## config.mk

```make
export PLATFORM = sky130hd
export DESIGN_NAME = schedp
export DESIGN_NICKNAME = d
export VERILOG_FILES = /design/src/rtl/schedp.sv
export SDC_FILE = /design/constraint.sdc
export NUM_CORES = 1
export LEC_CHECK = 0
export BUFFER_PORTS_ARGS = -buffer_cell sky130_fd_sc_hd__buf_2
export CAP_MARGIN = 30
export CELL_PAD_IN_SITES_DETAIL_PLACEMENT = 0
export CELL_PAD_IN_SITES_GLOBAL_PLACEMENT = 1
export CORE_ASPECT_RATIO = 2
export CORE_MARGIN = 2
export CORE_UTILIZATION = 35
export DETAILED_ROUTE_END_ITERATION = 10
export PLACE_DENSITY_LB_ADDON = 0.1
export SYNTH_ARGS = -nofsm -noshare
export SYNTH_HDL_FRONTEND = slang
export SYNTH_SLANG_ARGS = --single-unit
```

## constraint.sdc

```tcl
create_clock -name clk -period 4.1 [get_ports clk]
set_input_delay 0.82 -clock clk [delete_from_list [all_inputs] [get_ports clk]]
set_output_delay 0.82 -clock clk [all_outputs]
set_load 0.02 [all_outputs]
```

## src/rtl/schedp.sv

```systemverilog
// Instruction phase scheduler: sequences reset, fetch, execute, memory and
// writeback phases, with stall, bypass and halt control, and counts retired
// instructions. The state register advances on the falling edge of clk.
module schedp #(
  parameter int unsigned RESET_CYCLES = 2,
  parameter int unsigned CNT_W        = 16
) (
  input  logic             clk,
  input  logic             reset,
  input  logic             wait_req,
  input  logic             skip_mem,
  input  logic             skip_wb,
  input  logic             halt,
  input  logic             run,
  output logic             phf,
  output logic             phe,
  output logic             phm,
  output logic             phw,
  output logic             phh,
  output logic             retire,
  output logic [CNT_W-1:0] icnt,
  output logic [2:0]       clk_stat
);

  typedef enum logic [2:0] {
    StRst   = 3'b000,
    StRstl  = 3'b001,
    StFetch = 3'b010,
    StExec  = 3'b011,
    StMem   = 3'b100,
    StWb    = 3'b101,
    StHalt  = 3'b110
  } state_e;

  // The reset cycle itself counts as the first RST cycle, so the counter
  // starts at 1 and RST is left once it reaches RESET_CYCLES-1.
  localparam logic [3:0] RstCntStart = 4'd1;
  localparam logic [3:0] RstCntLast  = 4'(RESET_CYCLES - 1);

  state_e           state_q, state_d;
  logic [3:0]       rst_cnt_q, rst_cnt_d;
  logic [CNT_W-1:0] icnt_q, icnt_d;

  logic   fin;        // current phase is the last one of the instruction
  state_e end_state;  // where a completing instruction goes

  // Decide whether the current phase completes the instruction.
  always_comb begin
    fin = 1'b0;
    case (state_q)
      StExec:  fin = skip_mem & skip_wb;
      StMem:   fin = skip_wb;
      StWb:    fin = 1'b1;
      default: fin = 1'b0;
    endcase
  end

  // Reset dominates, then the stall; a completion only counts when neither holds.
  always_comb begin
    retire    = fin & ~wait_req & ~reset;
    end_state = halt ? StHalt : StFetch;
  end

  // Next-state, reset-sequence counter and retire counter.
  always_comb begin
    state_d   = state_q;
    rst_cnt_d = rst_cnt_q;
    icnt_d    = icnt_q;
    if (retire) begin
      icnt_d = icnt_q + 1'b1;
    end
    case (state_q)
      StRst: begin
        if (rst_cnt_q >= RstCntLast) begin
          state_d = StRstl;
        end else begin
          rst_cnt_d = rst_cnt_q + 4'd1;
        end
      end
      StRstl: begin
        state_d = StFetch;
      end
      StFetch: begin
        if (!wait_req) begin
          state_d = StExec;
        end
      end
      StExec: begin
        if (!wait_req) begin
          if (!skip_mem) begin
            state_d = StMem;
          end else if (!skip_wb) begin
            state_d = StWb;
          end else begin
            state_d = end_state;
          end
        end
      end
      StMem: begin
        if (!wait_req) begin
          state_d = skip_wb ? end_state : StWb;
        end
      end
      StWb: begin
        if (!wait_req) begin
          state_d = end_state;
        end
      end
      StHalt: begin
        if (run) begin
          state_d = StFetch;
        end
      end
      default: begin
        // Unused encoding recovers through a full reset sequence.
        state_d   = StRst;
        rst_cnt_d = RstCntStart;
      end
    endcase
  end

  // State registers with synchronous reset on the falling edge.
  always_ff @(negedge clk) begin
    if (reset) begin
      state_q   <= StRst;
      rst_cnt_q <= RstCntStart;
      icnt_q    <= '0;
    end else begin
      state_q   <= state_d;
      rst_cnt_q <= rst_cnt_d;
      icnt_q    <= icnt_d;
    end
  end

  // Phase strobes decoded from the state; RSTL presents as a fetch phase.
  always_comb begin
    phf      = (state_q == StFetch) || (state_q == StRstl);
    phe      = (state_q == StExec);
    phm      = (state_q == StMem);
    phw      = (state_q == StWb);
    phh      = (state_q == StHalt);
    icnt     = icnt_q;
    clk_stat = state_q;
  end

endmodule

```

* Word-level counts from Yosys, hierarchy flattened *
Index checks and enable logic that the tools add are counted.

storage, ports and cells
  register bits = 23
  input port bits = 7
  output and inout bits = 25

operators by class
  add/sub/neg operators = 2
  order comparisons = 1
  eq/ne operators = 13
  mux-type cells = 13
  bitwise logic cells = 6
  reductions and logical operators = 5

operators by type and width
  cell                   number
  $mux 3                 9
  $pmux 3 s7             1
  $add 16x1->16 const B  1
  $ne 2x2->1 const B     7
  $eq 3x3->1 const B     3
  $pmux 4 s2             1
  $eq 3x2->1 const B     2
  $reduce_and 6->1       1
  $reduce_or 6->1        1
  $add 4x1->4 const B    1
  $ge 4x1->1 const B     1
  $mux 4                 1
  $and 1x1->1            3
  $eq 3x1->1 const B     1
  $logic_not 3->1        1
  $not 1->1              3
  $pmux 1 s3             1
  $reduce_and 2->1       1
  $logic_or 1x1->1       1

* Depth between registers and ports, before layout *
Gate-level depths: netlist of run 1.

  word-level depth = 5
  mapped depth = 6
  gate-level depth less buffers = 6

==> out/results.env, run 1 <==
RUN_STATUS='complete, but fails checks'
VIOLATIONS='negative setup slack'
CLOCK_LATENCY_NS=0.34
LEAK_nW=0.979
POSTSYNTH.TOPFLOPCELL='dfxtp_1'
VIAS_IN_THE_FIRST_GLOBAL_ROUTE=1468
IOPINCOUNT=32
HOLD_PATH_END='rst_cnt_q[3]$_SDFFE_NP0P_'
END_KIND='output pin'
TIMING_WORST_SETUP_PATH_TYPE='flip-flop to output pin'
FIRST_PASS_GRT_WIRE_LENGTH_MM=6.29
POSTSYNTHAREAPERCELL_UM2=8.14
DIEAREA_MM2=0.00428
POWER_W=0.00106
STDCELL_COUNT=285
POWER.DENSITY_mW_PER_MM2=499
SETUP_SLACK_NS=-0.250
FINALHOLDVIOLATIONS=0
TOTAL_CTS_BUFFERS=3
WORST_HOLD_SLACK_NS=0.487
SYNTHDISTINCTLIBCELLS=41
PORT_BUFFERS=31
START_KIND='flip-flop'
NETLIST_AREA_MM2=0.00131
CTS_MAX_LEVEL=1
CLK_PATH_BUF_DEPTH=2
STARTPOINT_OF_THE_WORST_HOLD_PATH='rst_cnt_q[3]$_SDFFE_NP0P_'
LARGEST_NET_DEGREE_AT_THE_START_OF_GLOBAL_ROUTING=18
DETAIL_ROUTE.FIRST_PASS.ITERATIONS=4
YOSYS.AREA.TOP_TYPE='dfxtp_1'
WORST_PATH_MAXIMUM_FANOUT=2
FLOORPLAN.INITIALDENSITY_PCT=36.3
AREAGROWTHSYNTHTOFINISH_PCT=61.6
NETLIST_INSTANCES=161
SYNTH-EDFF-COUNT=0
FLOORPLAN.DIE.WIDTH_UM=47.3
ROUTED_WL_MM=4.10
CLOCK-SINKS=23
WORST_SETUP_TIMING_SLACK_AT_THE_PLACEMENT_STAGE_NS=-0.189
VIASPERCELL=5.39
WORST_PIN_SLEW_NS=0.751
SYNTH.TOP_CELLS.BY_AREA='dfxtp_1 (35%), a21oi_1 (6.5%), o31ai_1 (5.7%)'
DRT-WIRELENGTH-PER-CELL_UM=14.4
WORST_R2R_STARTPOINT='clk_stat[0]$_SDFFE_NP0P_'
SEQ_AREA_FRAC_SYNTH_PCT=35.1
OVERALL_ROUTING_RESOURCE_USAGE_PCT=19.3
RELSLEWSLACK_PCT=49.2
NUM_ANTENNA_CELLS=0
DRC=0
ASYNC_RESET_FF_SHARE_PCT=0
POST_LAYOUT_NET_COUNT=248
HP-CLASS='flip-flop to flip-flop'
DRT_ITER0_MARKERS=35
MAPPED_NETS=172
SYNTHESIS.YOSYS.WARNINGS=0
YOSYSTOPAREACELLSHARE_PCT=35.1
ANTENNA_LEFT=0
GP_ROUTABILITY_CONGESTION=0.816
CP_DATA_ARRIVAL_TIME_NS=3.53
PLACEABLECOREAREA_MM2=0.00361
FINAL.FILL_COUNT=366
CLOCK_ROOT_BUFFER='clkbuf_8'
POSTSYNTHREGISTERBITS=23
DR_TOTAL_VIAS=1535
CRITICAL_PATH.REG2REG.ENDPOINT='clk_stat[1]$_SDFFE_NP0P_'
ANTENNA_FOUND_INITIAL=0
DP_HPWL_MM=2.55
TRITONCTS='done'
GRT_SETUP_UNREPAIRED='yes'
DIE_Y_UM=90.5
FLOORPLAN.ROWS=31
DRV_CAP=0
CLK_PIN_SLEW_WORST_PATHS_NS=0.04
LAYOUT.AREA.SEQ_UM2=469
PLACED_INSTS=244
MULTI_INPUT_GATE_AREA_UM2=915
HOLD_DEPTH=1
LAYOUT.CELLS.MOST_COMMON_LIST='inv_1 (28), buf_2 (24), buf_4 (21)'
FINALSETUPVIOLCOUNT=18
FINALMAXSLEWVIOLATIONS=0
MAX-VDD-IR-DROP_V=0.000358
GRT-OVFL-TOTAL=0
DATA_REQUIRED_CRITICAL_PATH_NS=3.28
FINAL_COMMON_CELL='inv_1'
FF2FF_SETUP_SLACK_NS=2.20
FINAL.SETUP_SKEW_NS=0.0134
DRIVE_GT1_SHARE_PCT=41.1
R2R_CELLS=8
-- routing by layer --
layer / share of wire, % / vias up / GRT usage, %
met2: 58 / 39 / 34.1
met4: 1.9 / 0 / 11.3
met3: 3.6 / 7 / 3.60
li1: - / 753 / -
met5: 0 / - / 0
met1: 37 / 736 / 18.6
-- through the flow --
stage / setup TNS [ns] / util (%) / cell area [µm²]
detailed placement: -2.07 / 45.8 / 1650
global placement: -1.71 / 45.8 / 1650
finish: -1.70 / 58.7 / 2120
floorplan: -0.165 / - / 1360
CTS: -0.774 / 53.6 / 1930
global route: -2.28 / 58.7 / 2120
-- flip-flops by register name (all words and copies together), names as in the netlist --
| signal | count |
|---|---|
| clk_stat | 3 |
| icnt | 16 |
| rst_cnt_q | 4 |
-- worst max path at each step --
stage                                   from              endpoint  depth (start not counted)
floorplan           clk_stat[0]$_SDFFE_NP0P_                retire                          5
global placement                    skip_mem  icnt[6]$_SDFFE_NP0P_                          6
detailed placement                  skip_mem  icnt[6]$_SDFFE_NP0P_                          6
CTS                 clk_stat[0]$_SDFFE_NP0P_                retire                          5
global route        clk_stat[0]$_SDFFE_NP0P_                retire                          5
finish              clk_stat[0]$_SDFFE_NP0P_                retire                          5
-- cells by family after synthesis --
group           synth area share (%)
buf+inv                         5.73
mux                             1.72
flops                           35.1
compound gates                  22.4
simple gates                    30.5
xor+xnor                       0.669
fa+ha+maj                       3.82
-- layout make-up --
cell class	instances	share of cell area, %
clock buffers	3	1.95
repair buffers	62	24.8
flip-flops and latches	23	22.2
clock inverters	24	4.26
multi-input cells	120	43.2
well taps	49	2.90
inverters	4	0.709
-- power breakdown --
group	switching, W	internal, W	leakage [nW]
sequential	0.0000159	0.000247	0.188
clock	0.000136	0.0000964	0.149
combinational	0.000255	0.000307	0.642
-- cell usage after synthesis, types with 2 or more instances --
master,n
a211oi_1,3
a21oi_1,17
and2_1,2
and3_1,4
and4_1,2
clkbuf_1,11
dfxtp_1,23
ha_1,4
inv_1,5
mux2_2,2
nand2_1,8
nand2b_1,4
nand3_1,4
nand4_1,4
nor2_1,9
nor2b_1,3
nor3_1,6
nor3b_1,2
nor4_1,3
o21ai_0,5
o31ai_1,10
or3_1,2
or4_1,10
-- critical path, cell delays in order, from the launching register on --
cell     delay (ns)
dfxtp_4        0.35
nand2_2        0.05
o32a_1         0.34
buf_12         0.15
nor3_4         0.11
buf_6          0.14
-- timing repair --
item / CTS / global route
setup endpoints to repair: 5 / 18
hold endpoints to repair: 0 / 0
pin swaps: 13 / 9
gates resized for setup: 23 / 30
setup buffers: 9 / 8
hold buffers: 0 / 0
gates cloned: 1 / 1
No activity file was read; power rests on OpenSTA's default activity.
==> run 2: changes to the inputs <==
--- a/config.mk
+++ b/config.mk
@@ -12,6 +12,7 @@
 export CORE_ASPECT_RATIO = 2
 export CORE_MARGIN = 2
 export CORE_UTILIZATION = 35
+export CTS_BUF_LIST = sky130_fd_sc_hd__clkbuf_2
 export DETAILED_ROUTE_END_ITERATION = 10
 export PLACE_DENSITY_LB_ADDON = 0.1
 export SYNTH_ARGS = -nofsm -noshare
==> out/results.env, run 2 (same netlist as run 1, synthesis figures left out) <==
ANTENNA_FOUND_INITIAL=0
FIRST_PASS_GRT_WIRE_LENGTH_MM=6.24
DRIVE_GT1_SHARE_PCT=33.8
CLK_PATH_BUF_DEPTH=2
TOTAL_CTS_BUFFERS=3
VIAS_IN_THE_FIRST_GLOBAL_ROUTE=1402
ROUTED_WL_MM=3.70
RELSLEWSLACK_PCT=51.2
SETUP_SLACK_NS=-0.310
CPPEAKSTAGEDELAY_NS=0.35
GRT_SETUP_UNREPAIRED='yes'
DETAIL_ROUTE.FIRST_PASS.ITERATIONS=4
DRC=0
CP_BUFS_INVS=3
CP_SLOWEST_CELL='dfxtp_4'
GP_ROUTABILITY_CONGESTION=0.816
PATH_CELLS='buf_4 > nor2_4 > o32a_1 > buf_12 > nor3_4 > buf_6'
LAYOUT.CELLS.MOST_COMMON_LIST='inv_1 (28), buf_2 (24), dfxtp_1 (20), buf_4 (20), a21oi_1 (17)'
FINAL.SETUP_SKEW_NS=0.0184
OVERALL_ROUTING_RESOURCE_USAGE_PCT=19.0
CLOCK_LATENCY_NS=0.40
POST_CTS_HOLD_BUFFER_COUNT=0
POWER.DENSITY_mW_PER_MM2=471
STDCELL_COUNT=277
WORST_PATH_MAXIMUM_FANOUT=3
TIMING_WORST_SETUP_PATH_TYPE='flip-flop to output pin'
AREAGROWTHSYNTHTOFINISH_PCT=45.9
DRT_ITER0_MARKERS=38
CP_DATA_ARRIVAL_TIME_NS=3.59
LEAK_nW=0.865
FINALMAXSLEWVIOLATIONS=0
LARGEST_NET_DEGREE_AT_THE_START_OF_GLOBAL_ROUTING=18
MAX-VDD-IR-DROP_V=0.000355
DRV_CAP=0
TRITONCTS='done'
GRT-OVFL-TOTAL=0
IOPINCOUNT=32
DR_TOTAL_VIAS=1491
DP_HPWL_MM=2.55
PLACEABLECOREAREA_MM2=0.00361
LARGEST_REGISTER_FFS=16
FINALHOLDVIOLATIONS=0
END_KIND='output pin'
VIOLATIONS='negative setup slack'
TIMING.CRITICAL_PATH.MAX_DELAY_FAMILY='buffers and inverters'
DATA_REQUIRED_CRITICAL_PATH_NS=3.28
CTS_MAX_LEVEL=1
CLOCK-SINKS=23
POST-ROUTE-UTIL_PCT=53.0
FINAL_CELL_AREA_MM2=0.00191
MULTI_INPUT_GATE_AREA_UM2=846
PLACED_INSTS=244
POST_LAYOUT_NET_COUNT=240
FINAL.FILL_COUNT=387
CLK_PIN_SLEW_WORST_PATHS_NS=0.06
START_KIND='flip-flop'
FLOORPLAN.ROWS=31
FIN_TNS_SETUP_NS=-0.816
FINAL_COMMON_CELL='inv_1'
DIEAREA_MM2=0.00428
NUM_ANTENNA_CELLS=0
DIE_Y_UM=90.5
RUN_STATUS='complete, but fails checks'
DPL_CELL_AREA_MM2=0.00165
LAYOUT.AREA.SEQ_UM2=472
DRT-WIRELENGTH-PER-CELL_UM=13.4
HP-CLASS='flip-flop to flip-flop'
WORST_HOLD_SLACK_NS=0.487
ANTENNA_LEFT=0
PORT_BUFFERS=31
FINALSETUPVIOLCOUNT=5
VIASPERCELL=5.38
WORST_PIN_SLEW_NS=0.721
CLOCK_ROOT_BUFFER='clkbuf_2'
FLOORPLAN.INITIALDENSITY_PCT=36.3
FLOORPLAN.DIE.WIDTH_UM=47.3
[run 2: cell count changes in the layout (fill, tap and decap cells not counted), sizes merged]
cell and change:
buf -7, clkbuf -1
[run 2: repair_timing]
action | 4_1_cts | 5_1_grt
pin swaps | 7 | 4
buffers inserted | 8 | 1
setup endpoints to repair | 6 | 11
gates resized for setup | 22 | 6
cloned | 1 | 0
[run 2: routing by layer]
metal  vias up  global-route usage, %  routed length, µm
met2        40                   33.9               2090
met4         0                   7.64                 56
met3         5                   4.20                112
met5         -                      0                  0
met1       710                   19.4               1440
li1        736                      -                  -
[run 2: cell type report]
cell class	instances	area share (%)
Multi-Input combinational cell	120	44.2
Tap cell	49	3.21
Clock buffer	3	0.785
Inverter	4	0.785
Timing Repair Buffer	54	21.6
Sequential cell	23	24.7
Clock inverter	24	4.71
[run 2: final timing paths]
kind | from | endpoint | slack [ns] | depth (start not counted)
hold reg to reg | rst_cnt_q[3]$_SDFFE_NP0P_ | rst_cnt_q[3]$_SDFFE_NP0P_ | 0.49 | 1
setup / recovery | clk_stat[0]$_SDFFE_NP0P_ | retire | -0.31 | 6
hold / removal | rst_cnt_q[3]$_SDFFE_NP0P_ | rst_cnt_q[3]$_SDFFE_NP0P_ | 0.49 | 1
setup reg to reg | clk_stat[0]$_SDFFE_NP0P_ | icnt[2]$_SDFFE_NP0P_ | 2.26 | 8
[run 2: where the power goes]
group	internal [W]	switching [W]
Sequential	0.000246	0.0000157
Combinational	0.000232	0.000230
Clock	0.0000509	0.000125
[run 2: stage by stage]
step | setup slack [ns] | power [W]
2_1_floorplan | -0.145 | 0.000509
3_3_place_gp | -0.146 | 0.000631
3_5_place_dp | -0.189 | 0.000636
4_1_cts | -0.388 | 0.000894
5_1_grt | -0.411 | 0.000981
6_report | -0.310 | 0.000900
==> run 3: changes to the inputs <==
--- a/config.mk
+++ b/config.mk
@@ -15,6 +15,7 @@
 export CTS_BUF_LIST = sky130_fd_sc_hd__clkbuf_2
 export DETAILED_ROUTE_END_ITERATION = 10
 export PLACE_DENSITY_LB_ADDON = 0.1
+export SKIP_CTS_REPAIR_TIMING = 1
 export SYNTH_ARGS = -nofsm -noshare
 export SYNTH_HDL_FRONTEND = slang
 export SYNTH_SLANG_ARGS = --single-unit
==> out/results.env, run 3 (same netlist as run 1, synthesis figures left out) <==
POST-ROUTE-UTIL_PCT=52.5
DRT-WIRELENGTH-PER-CELL_UM=13.4
OVERALL_ROUTING_RESOURCE_USAGE_PCT=17.9
FINALSETUPVIOLCOUNT=7
HP-CLASS='flip-flop to flip-flop'
POWER_W=0.000878
GRT-OVFL-TOTAL=0
LEAK_nW=0.860
DIE_Y_UM=90.5
FLOORPLAN.INITIALDENSITY_PCT=36.3
CLOCK_ROOT_BUFFER='clkbuf_2'
FF2FF_SETUP_SLACK_NS=2.17
GRT_SETUP_UNREPAIRED='yes'
DPL_CELL_AREA_MM2=0.00165
RELSLEWSLACK_PCT=51.6
CLOCK-SINKS=23
RUN_STATUS='complete, but fails checks'
FINAL.SETUP_SKEW_NS=0.0176
NUM_ANTENNA_CELLS=0
DRIVE_GT1_SHARE_PCT=33.6
MAX-VDD-IR-DROP_V=0.000333
ROUTED_WL_MM=3.71
POWER.DENSITY_mW_PER_MM2=464
DR_TOTAL_VIAS=1466
ANTENNA_FOUND_INITIAL=0
DRV_CAP=0
ANTENNA_LEFT=0
VIASPERCELL=5.27
END_KIND='output pin'
FLOORPLAN.DIE.WIDTH_UM=47.3
AREAGROWTHSYNTHTOFINISH_PCT=44.5
FIRST_PASS_GRT_WIRE_LENGTH_MM=5.82
PLACEABLECOREAREA_MM2=0.00361
IOPINCOUNT=32
DETAIL_ROUTE.FIRST_PASS.ITERATIONS=4
VIOLATIONS='negative setup slack'
START_KIND='flip-flop'
DATA_REQUIRED_CRITICAL_PATH_NS=3.28
FINAL_CELL_AREA_MM2=0.00189
POST_LAYOUT_NET_COUNT=241
TOTAL_CTS_BUFFERS=3
DRT_ITER0_MARKERS=49
TIMING_WORST_SETUP_PATH_TYPE='flip-flop to output pin'
CLK_PATH_BUF_DEPTH=2
CLK_PIN_SLEW_WORST_PATHS_NS=0.06
LARGEST_REGISTER_FFS=16
DIEAREA_MM2=0.00428
SETUP_SLACK_NS=-0.363
FINAL_COMMON_CELL='inv_1'
CP_DATA_ARRIVAL_TIME_NS=3.64
WORST_SETUP_TIMING_SLACK_AT_THE_PLACEMENT_STAGE_NS=-0.189
WORST_PATH_MAXIMUM_FANOUT=3
FINALHOLDVIOLATIONS=0
TRITONCTS='done'
CLOCK_LATENCY_NS=0.41
DP_HPWL_MM=2.55
VIAS_IN_THE_FIRST_GLOBAL_ROUTE=1366
LARGEST_NET_DEGREE_AT_THE_START_OF_GLOBAL_ROUTING=29
LAYOUT.CELLS.MOST_COMMON_LIST='inv_1 (28), buf_2 (24), buf_4 (22)'
GP_ROUTABILITY_CONGESTION=0.816
PORT_BUFFERS=31
CTS_MAX_LEVEL=1
FINALMAXSLEWVIOLATIONS=0
WORST_PIN_SLEW_NS=0.716
DRC=0
FLOORPLAN.ROWS=31
==> run 3: layout make-up <==
type	instances	area, µm²
clock buffer	3	15.0
sequential	23	469
tap	49	61.3
inverter	4	15.0
clock inverter	24	90.1
fill	392	1710
timing repair buffer	55	409
multi-input combinational	120	833
==> run 3: per-layer routing <==
metal	up-vias	routed length, µm	track usage, %	part of all wire, %
li1	741	-	-	-
met1	689	1410	17.2	38
met2	32	2140	31.6	58
met3	4	113	4.40	3.0
met4	0	56	9.26	1.5
met5	-	0	0	0
==> run 3: report_power, final <==
group / switching, W / internal [W] / leakage [nW] / total [W]
Combinational: 0.000223 / 0.000214 / 0.533 / 0.000437
Sequential: 0.0000196 / 0.000245 / 0.188 / 0.000264
Clock: 0.000126 / 0.0000510 / 0.140 / 0.000177
==> run 3: final timing paths <==
check,from,endpoint,cells after the start
worst max-delay path,clk_stat[0]$_SDFFE_NP0P_,retire,5
worst min-delay path,rst_cnt_q[3]$_SDFFE_NP0P_,rst_cnt_q[3]$_SDFFE_NP0P_,1
worst max register to register,clk_stat[0]$_SDFFE_NP0P_,icnt[6]$_SDFFE_NP0P_,7
worst min register to register,rst_cnt_q[3]$_SDFFE_NP0P_,rst_cnt_q[3]$_SDFFE_NP0P_,1
==> run 3: worst max-delay path, cell delays in order (launching register included) <==
cell     delay (ns)
dfxtp_4        0.37
nand2_4        0.05
o32a_1         0.38
buf_12         0.15
nor3_4         0.11
buf_6          0.14
==> run 3: metrics by stage <==
step | std cells | hold slack (ns) | setup TNS, ns
5_1_grt | 278 | 0.507 | -1.63
3_5_place_dp | 244 | 0.485 | -2.07
6_report | 278 | 0.487 | -0.899
4_1_cts | 270 | 0.493 | -1.23
2_1_floorplan | 161 | 0.458 | -0.165
3_3_place_gp | 244 | 0.477 | -1.71
